`src/rtl/vend_arbiter.sv`:
```
// Two-panel vending arbiter: per-panel credit, round-robin grant of one shared dispenser.
// Optional dispenser-ready timeout is enabled with `define VEND_TIMEOUT_EN.
module vend_arbiter #(
    parameter int unsigned MAX_CREDIT  = 5,
    parameter int unsigned PRICE_P1    = 5,
    parameter int unsigned TIMEOUT_CYC = 15
) (
    input  logic       clk,
    input  logic       reset,
    input  logic [1:0] coin,
    input  logic [1:0] sel,
    input  logic [1:0] prod,
    input  logic       disp_ready,
    output logic       disp_valid,
    output logic       disp_item,
    output logic       disp_panel,
    output logic [2:0] credit0,
    output logic [2:0] credit1,
    output logic [1:0] done,
    output logic [1:0] deny,
    output logic [1:0] coin_rej,
    output logic [1:0] fault
);

    localparam int unsigned CW = 3;
    localparam int unsigned SW = CW + 1;
    localparam logic [SW-1:0] MAX_S = SW'(MAX_CREDIT);
    localparam logic [SW-1:0] P0_S  = SW'(1);
    localparam logic [SW-1:0] P1_S  = SW'(PRICE_P1);

    if (TIMEOUT_CYC == 0 || PRICE_P1 > MAX_CREDIT || MAX_CREDIT > 7) begin : g_param_check
        $error("vend_arbiter: illegal parameter combination");
    end

    typedef enum logic {
        IDLE    = 1'b0,
        PRESENT = 1'b1
    } state_t;

    state_t                state_q, state_d;
    logic [1:0][CW-1:0]    credit_q, credit_d;
    logic [1:0]            pending_q, pending_d;
    logic [1:0]            prod_q, prod_d;
    logic                  last_q, last_d;
    logic                  disp_valid_q, disp_valid_d;
    logic                  disp_item_q, disp_item_d;
    logic                  disp_panel_q, disp_panel_d;
    logic [1:0]            done_q, done_d;
    logic [1:0]            deny_q, deny_d;
    logic [1:0]            coin_rej_q, coin_rej_d;

    logic                  xfer_c;
    logic                  timeout_c;
    logic                  release_c;
    logic                  grant_c;
    logic [1:0][SW-1:0]    sum_c;
    logic [1:0][SW-1:0]    sel_price_c;

    function automatic logic [SW-1:0] price_of(input logic p);
        return p ? P1_S : P0_S;
    endfunction

`ifdef VEND_TIMEOUT_EN
    localparam int unsigned TW = $clog2(TIMEOUT_CYC + 1);
    localparam logic [TW-1:0] T_LAST = TW'(TIMEOUT_CYC - 1);

    logic [TW-1:0]         cnt_q, cnt_d;
    logic [1:0]            fault_q, fault_d;

    // Cycles spent presenting without a transfer; expires after TIMEOUT_CYC cycles.
    always_comb begin
        cnt_d     = cnt_q;
        timeout_c = 1'b0;
        if (state_q == PRESENT && !xfer_c) begin
            if (cnt_q == T_LAST) begin
                timeout_c = 1'b1;
                cnt_d     = '0;
            end else begin
                cnt_d = cnt_q + TW'(1);
            end
        end else begin
            cnt_d = '0;
        end
    end

    always_ff @(posedge clk or posedge reset) begin
        if (reset) begin
            cnt_q   <= '0;
            fault_q <= '0;
        end else begin
            cnt_q   <= cnt_d;
            fault_q <= fault_d;
        end
    end

    always_comb begin
        fault_d = '0;
        if (timeout_c) fault_d[disp_panel_q] = 1'b1;
    end

    assign fault = fault_q;
`else
    assign timeout_c = 1'b0;
    assign fault     = 2'b00;
`endif

    assign xfer_c    = (state_q == PRESENT) && disp_valid_q && disp_ready;
    assign release_c = xfer_c || timeout_c;

    // Credit, request and dispenser control.
    always_comb begin
        state_d      = state_q;
        credit_d     = credit_q;
        pending_d    = pending_q;
        prod_d       = prod_q;
        last_d       = last_q;
        disp_valid_d = disp_valid_q;
        disp_item_d  = disp_item_q;
        disp_panel_d = disp_panel_q;
        done_d       = '0;
        deny_d       = '0;
        coin_rej_d   = '0;
        grant_c      = 1'b0;
        sum_c        = '0;
        sel_price_c  = '0;

        for (int i = 0; i < 2; i++) begin
            // Coin and deduction on the same edge combine into one net update.
            sum_c[i] = SW'(credit_q[i]) + SW'(coin[i]);
            if (xfer_c && disp_panel_q == 1'(i)) begin
                sum_c[i] = sum_c[i] - price_of(prod_q[i]);
            end
            if (sum_c[i] > MAX_S) begin
                credit_d[i]   = CW'(MAX_S);
                coin_rej_d[i] = 1'b1;
            end else begin
                credit_d[i] = CW'(sum_c[i]);
            end

            sel_price_c[i] = price_of(prod[i]);
            if (sel[i] && !pending_q[i]) begin
                if (SW'(credit_q[i]) >= sel_price_c[i]) begin
                    pending_d[i] = 1'b1;
                    prod_d[i]    = prod[i];
                end else begin
                    deny_d[i] = 1'b1;
                end
            end

            if (release_c && disp_panel_q == 1'(i)) begin
                pending_d[i] = 1'b0;
            end
        end

        case (state_q)
            IDLE: begin
                if (|pending_q) begin
                    grant_c      = (pending_q == 2'b11) ? ~last_q : pending_q[1];
                    disp_valid_d = 1'b1;
                    disp_panel_d = grant_c;
                    disp_item_d  = prod_q[grant_c];
                    state_d      = PRESENT;
                end
            end
            PRESENT: begin
                if (release_c) begin
                    disp_valid_d = 1'b0;
                    state_d      = IDLE;
                end
                if (xfer_c) begin
                    last_d               = disp_panel_q;
                    done_d[disp_panel_q] = 1'b1;
                end
            end
            default: state_d = IDLE;
        endcase
    end

    always_ff @(posedge clk or posedge reset) begin
        if (reset) begin
            state_q      <= IDLE;
            credit_q     <= '0;
            pending_q    <= '0;
            prod_q       <= '0;
            last_q       <= 1'b1;
            disp_valid_q <= 1'b0;
            disp_item_q  <= 1'b0;
            disp_panel_q <= 1'b0;
            done_q       <= '0;
            deny_q       <= '0;
            coin_rej_q   <= '0;
        end else begin
            state_q      <= state_d;
            credit_q     <= credit_d;
            pending_q    <= pending_d;
            prod_q       <= prod_d;
            last_q       <= last_d;
            disp_valid_q <= disp_valid_d;
            disp_item_q  <= disp_item_d;
            disp_panel_q <= disp_panel_d;
            done_q       <= done_d;
            deny_q       <= deny_d;
            coin_rej_q   <= coin_rej_d;
        end
    end

    assign disp_valid = disp_valid_q;
    assign disp_item  = disp_item_q;
    assign disp_panel = disp_panel_q;
    assign credit0    = credit_q[0];
    assign credit1    = credit_q[1];
    assign done       = done_q;
    assign deny       = deny_q;
    assign coin_rej   = coin_rej_q;

endmodule

```
`config.mk`:
```
export PLATFORM = sky130hd
export DESIGN_NAME = vend_arbiter
export DESIGN_NICKNAME = d
export VERILOG_FILES = /design/src/rtl/vend_arbiter.sv
export SDC_FILE = /design/constraint.sdc
export NUM_CORES = 1
export LEC_CHECK = 0
export ABC_AREA = 0
export CORE_MARGIN = 3
export CORE_UTILIZATION = 49
export CTS_CLUSTER_DIAMETER = 150
export DETAILED_ROUTE_END_ITERATION = 6
export PLACE_DENSITY_LB_ADDON = 0.05
export SYNTH_ARGS = -nofsm -noshare
export SYNTH_HDL_FRONTEND = slang
export SYNTH_SLANG_ARGS = --single-unit
```
`constraint.sdc`:
```
create_clock -name clk -period 2.3 [get_ports clk]
set_input_delay 0.46 -clock clk [delete_from_list [all_inputs] [get_ports clk]]
set_output_delay 0.46 -clock clk [all_outputs]
set_load 0.03 [all_outputs]
```
==> impl_results.md, run 1 <==
* Longest Clk Path Bufs at 2
* Core area at 0.002082 mm2
* Die area at 0.002958 mm2
* Data required time of the worst path at 2510 ps
* GP Congestion at 0.8073
* First-pass GRT wire length at approximately 4000 um
* Busiest grt layer: met2
* Post-synthesis sequential area ratio at 0.4591
* Initial DRT Pass Iterations at 4
* #FFs+latches synth at 21
* DP HPWL at between 1500 and 2000 um
* Via-per-instance ratio at about 5.5
* Largest net degree at the start of global routing at 22
* Num CTS Buffers at 3
* Vias in the first global route at 905
* Power, Total at 2.198 mW
* Setup tns final at 0 ps
* Most common cell on crit path: ha_1
* GRT overflow at 0
* Compound-cell area share of the yosys netlist at 0.1472
* Met3 GRT Util at 0.03542
* Peak supply drop at 1.119 mV
* WS Path Type: in -> reg
* Final setup vio count at 0
* Gate Count Post-Synth at around 120
* Die X at 54.39 um
* Drt initial violations at 23
* Cell Rows at 16
* CP Cell Sequence: clkdlybuf4s50_1, ha_1, ha_2, xor2_2, ha_1, o21a_1, nor3_2, and3b_2, a22o_1
* Max Slew Vio Count at 0
* Final net count at 172
* Final core occ at 0.7506
* Final hold violations at 0
* Post-synthesis xor/xnor area fraction at 0.03817
* Worst-Margin Slew at 487.7 ps
* Mapped Area at 0.001147 mm2
* Avg Inst Size Synth at around 10 um2
* Die H at roughly 54 um
* Routed WL per cell at between 10 and 15 um
* Total number of vias at around 1,000
* Max_cap viols at 0
* PwrDens at 1407 mW/mm2
* Post-layout min period at 2257 ps
* Drt drc at 0
* H-tree levels at 1
* Endpoint type of the worst setup path: flop
* Hold slack at 475.2 ps
* Ratio of cells with drive above 1 in the final layout at 0.1908
* Final ANT Viol Nets at 0
* Post-synthesis adder-cell area fraction at 0.1091
* Multiplexer area fraction after synthesis at 0.02726
* Status: complete, no violations
* Maximum clock frequency at 0.4431 GHz
* Initial antenna violation count at 0
* Slowest cell delay on critical path at about 460 ps
* RSZ-0062 raised after global routing: yes
* Max-slew headroom at 0.6665
* Arrival @ worst endpoint at 2470 ps
* Largest family of logic cells by synthesized area: simple AND/OR/NAND/NOR gates
* Met2 Use GR at 0.3446
* # diodes at 0
* Post-synthesis simple-gate area fraction at 0.1636
* Area grow syn2layout at 36.21%
* Crit-path max FO at 3
* Yosys warns at 0
* GR Util met1 at 0.2201
* Static leakage at 0.7362 nW
* Startpoint Class: primary input
* Worst-Skew Late Latency at 310 ps
* Sink Count at 21
* Hold Path Class: in -> async
* Clk slew on worst S/H paths at 110 ps
* Clock skew at 1.437 ps
* Root Buffer: clkbuf_4
* Total Wirelength at roughly 2400 um
* Slowest cell on crit path: clkdlybuf4s50_1
* Netlist cell types at 39
* Port bufs at 23
* GRT Total Usage at 0.1938
* TritonCTS clock tree: built
* Period utilization at 0.9812
* Ports at 26
* CTS Hold Bufs at 0
* Initial Utilization at 0.5511
## layout make-up
class                   count  area, um2
fillers                   155      519.2
multi-input cells          82      623.1
repair buffers             33      307.8
inverters                  12      45.04
flip-flops and latches     21      526.8
clock buffers               4      26.28
well taps                  27      33.78
## synth_stat cells
| library cell | count | area share |
|---|---|---|
| nor2_2 | 2 | 0.011 |
| and2_4 | 1 | 0.0076 |
| nand3_1 | 2 | 0.0087 |
| a21boi_0 | 1 | 0.0065 |
| dfrtp_1 | 20 | 0.44 |
| nor3b_1 | 2 | 0.013 |
| nand3b_1 | 1 | 0.0065 |
| a41oi_1 | 1 | 0.0076 |
| nor2_1 | 10 | 0.033 |
| nor3_1 | 2 | 0.0087 |
| dfstp_2 | 1 | 0.023 |
| or2_2 | 1 | 0.0055 |
| buf_4 | 2 | 0.013 |
| o21ai_0 | 8 | 0.035 |
| nand4_1 | 1 | 0.0055 |
| a21o_1 | 1 | 0.0065 |
| and3b_1 | 1 | 0.0076 |
| mux2i_1 | 2 | 0.017 |
| a22oi_1 | 1 | 0.0065 |
| a22o_1 | 1 | 0.0076 |
| o21a_1 | 2 | 0.013 |
| and3_1 | 2 | 0.011 |
| a211oi_1 | 1 | 0.0065 |
| or3_1 | 2 | 0.011 |
| xor2_1 | 4 | 0.031 |
| a31oi_1 | 1 | 0.0055 |
| o211ai_1 | 1 | 0.0065 |
| and2_1 | 1 | 0.0055 |
| ha_1 | 10 | 0.11 |
| inv_1 | 12 | 0.039 |
| conb_1 | 1 | 0.0033 |
| a2111oi_0 | 1 | 0.0076 |
| o32ai_1 | 1 | 0.0076 |
| nand2_1 | 4 | 0.013 |
| a21oi_1 | 7 | 0.031 |
| mux2_2 | 1 | 0.0098 |
| nand2b_1 | 2 | 0.011 |
| xnor2_1 | 1 | 0.0076 |
| nor2b_1 | 1 | 0.0055 |
## path summary, 6_finish.rpt
kind	cells after the start	endpoint	slack, ps	startpoint
min	3	state_q	480	reset
max reg2reg	8	credit0[0]	130	credit0[0]
max	9	credit1[1]	40	coin[1]
min reg2reg	1	deny[0]	500	pending_q[0]
max in group asynchronous	3	last_q	1550	reset
min in group clk	1	deny[0]	500	pending_q[0]
## flip-flops by register name, summed over array words and instances, names as in the netlist, 2 cells and up
| name | cells |
|---|---|
| coin_rej | 2 |
| credit0 | 3 |
| credit1 | 3 |
| deny | 2 |
| done | 2 |
| pending_q | 2 |
| prod_q | 2 |
## cell families after synthesis
kind of cell | Yosys count
AOI/OAI and AO/OA | 27
xor gates and xnor gates | 5
adders and majority gates | 10
buffers and inverters | 14
DFF | 21
muxes | 3
other | 1
and+or+nand+nor | 35
## per-stage QoR
stage                     worst slack, ps  cells  instance area (um2)
final                               43.16    179                 1563
after global routing               -54.69    179                 1563
after CTS                           14.08    179                 1543
after detailed placement           -394.2    174                 1468
after global placement             -305.7    174                 1468
after floorplan                     15.58    117                 1151
## power breakdown
| group | total [mW] | switching, mW | internal [mW] |
|---|---|---|---|
| clock network | 0.182 | 0.114 | 0.0679 |
| logic | 1.42 | 0.717 | 0.706 |
| registers | 0.593 | 0.104 | 0.490 |
| total | 2.20 | 0.935 | 1.26 |
## per-layer routing
layer,share of wire,wire length (um),up-vias
li1,-,-,473
met4,0.023,55,0
met2,0.52,1249,30
met3,0.043,103,7
met5,0,0,-
met1,0.42,1012,475
## critical path: cells and delay by family
kind | cells | cell delay (ps)
adder cells (fa/ha/maj) | 3 | 650
buffers and inverters | 1 | 460
AND/OR/NAND/NOR | 2 | 390
AO/OA/AOI/OAI | 2 | 330
XOR/XNOR | 1 | 160
## layout by cell type, fill, tap and decap left out, drive strengths merged
master	count
clkdlybuf4s50	22
dfrtp	20
inv	12
nor2	12
buf	10
ha	10
o21ai	8
a21oi	7
nand2	4
xor2	4
clkbuf	4
nand2b	2
nand3	2
mux2i	2
o21a	2
and3	2
nor3b	2
conb	2
nor3	2
or3	2
and2	2
o211ai	1
and3b	1
a22oi	1
or2	1
a211oi	1
a31oi	1
nand4	1
mux2	1
a2111oi	1
a41oi	1
a21boi	1
xnor2	1
a22o	1
nor2b	1
o32ai	1
a21o	1
nand3b	1
dlymetal6s2s	1
dfstp	1
## what timing repair did
action,4_1_cts,5_1_grt
resized for setup,8,4
buffers inserted,1,0
setup endpoints to repair,3,8
pin swaps,2,1
No activity file was read; power rests on OpenSTA's default activity.
==> run 2, diff against run 1 <==
--- a/config.mk
+++ b/config.mk
@@ -6,6 +6,7 @@
 export NUM_CORES = 1
 export LEC_CHECK = 0
 export ABC_AREA = 0
+export ABC_CLOCK_PERIOD_IN_PS = 2300
 export CORE_MARGIN = 3
 export CORE_UTILIZATION = 49
 export CTS_CLUSTER_DIAMETER = 150
==> results of run 2 <==
The final DEF is identical to that of run 1; final timing and power are the same.
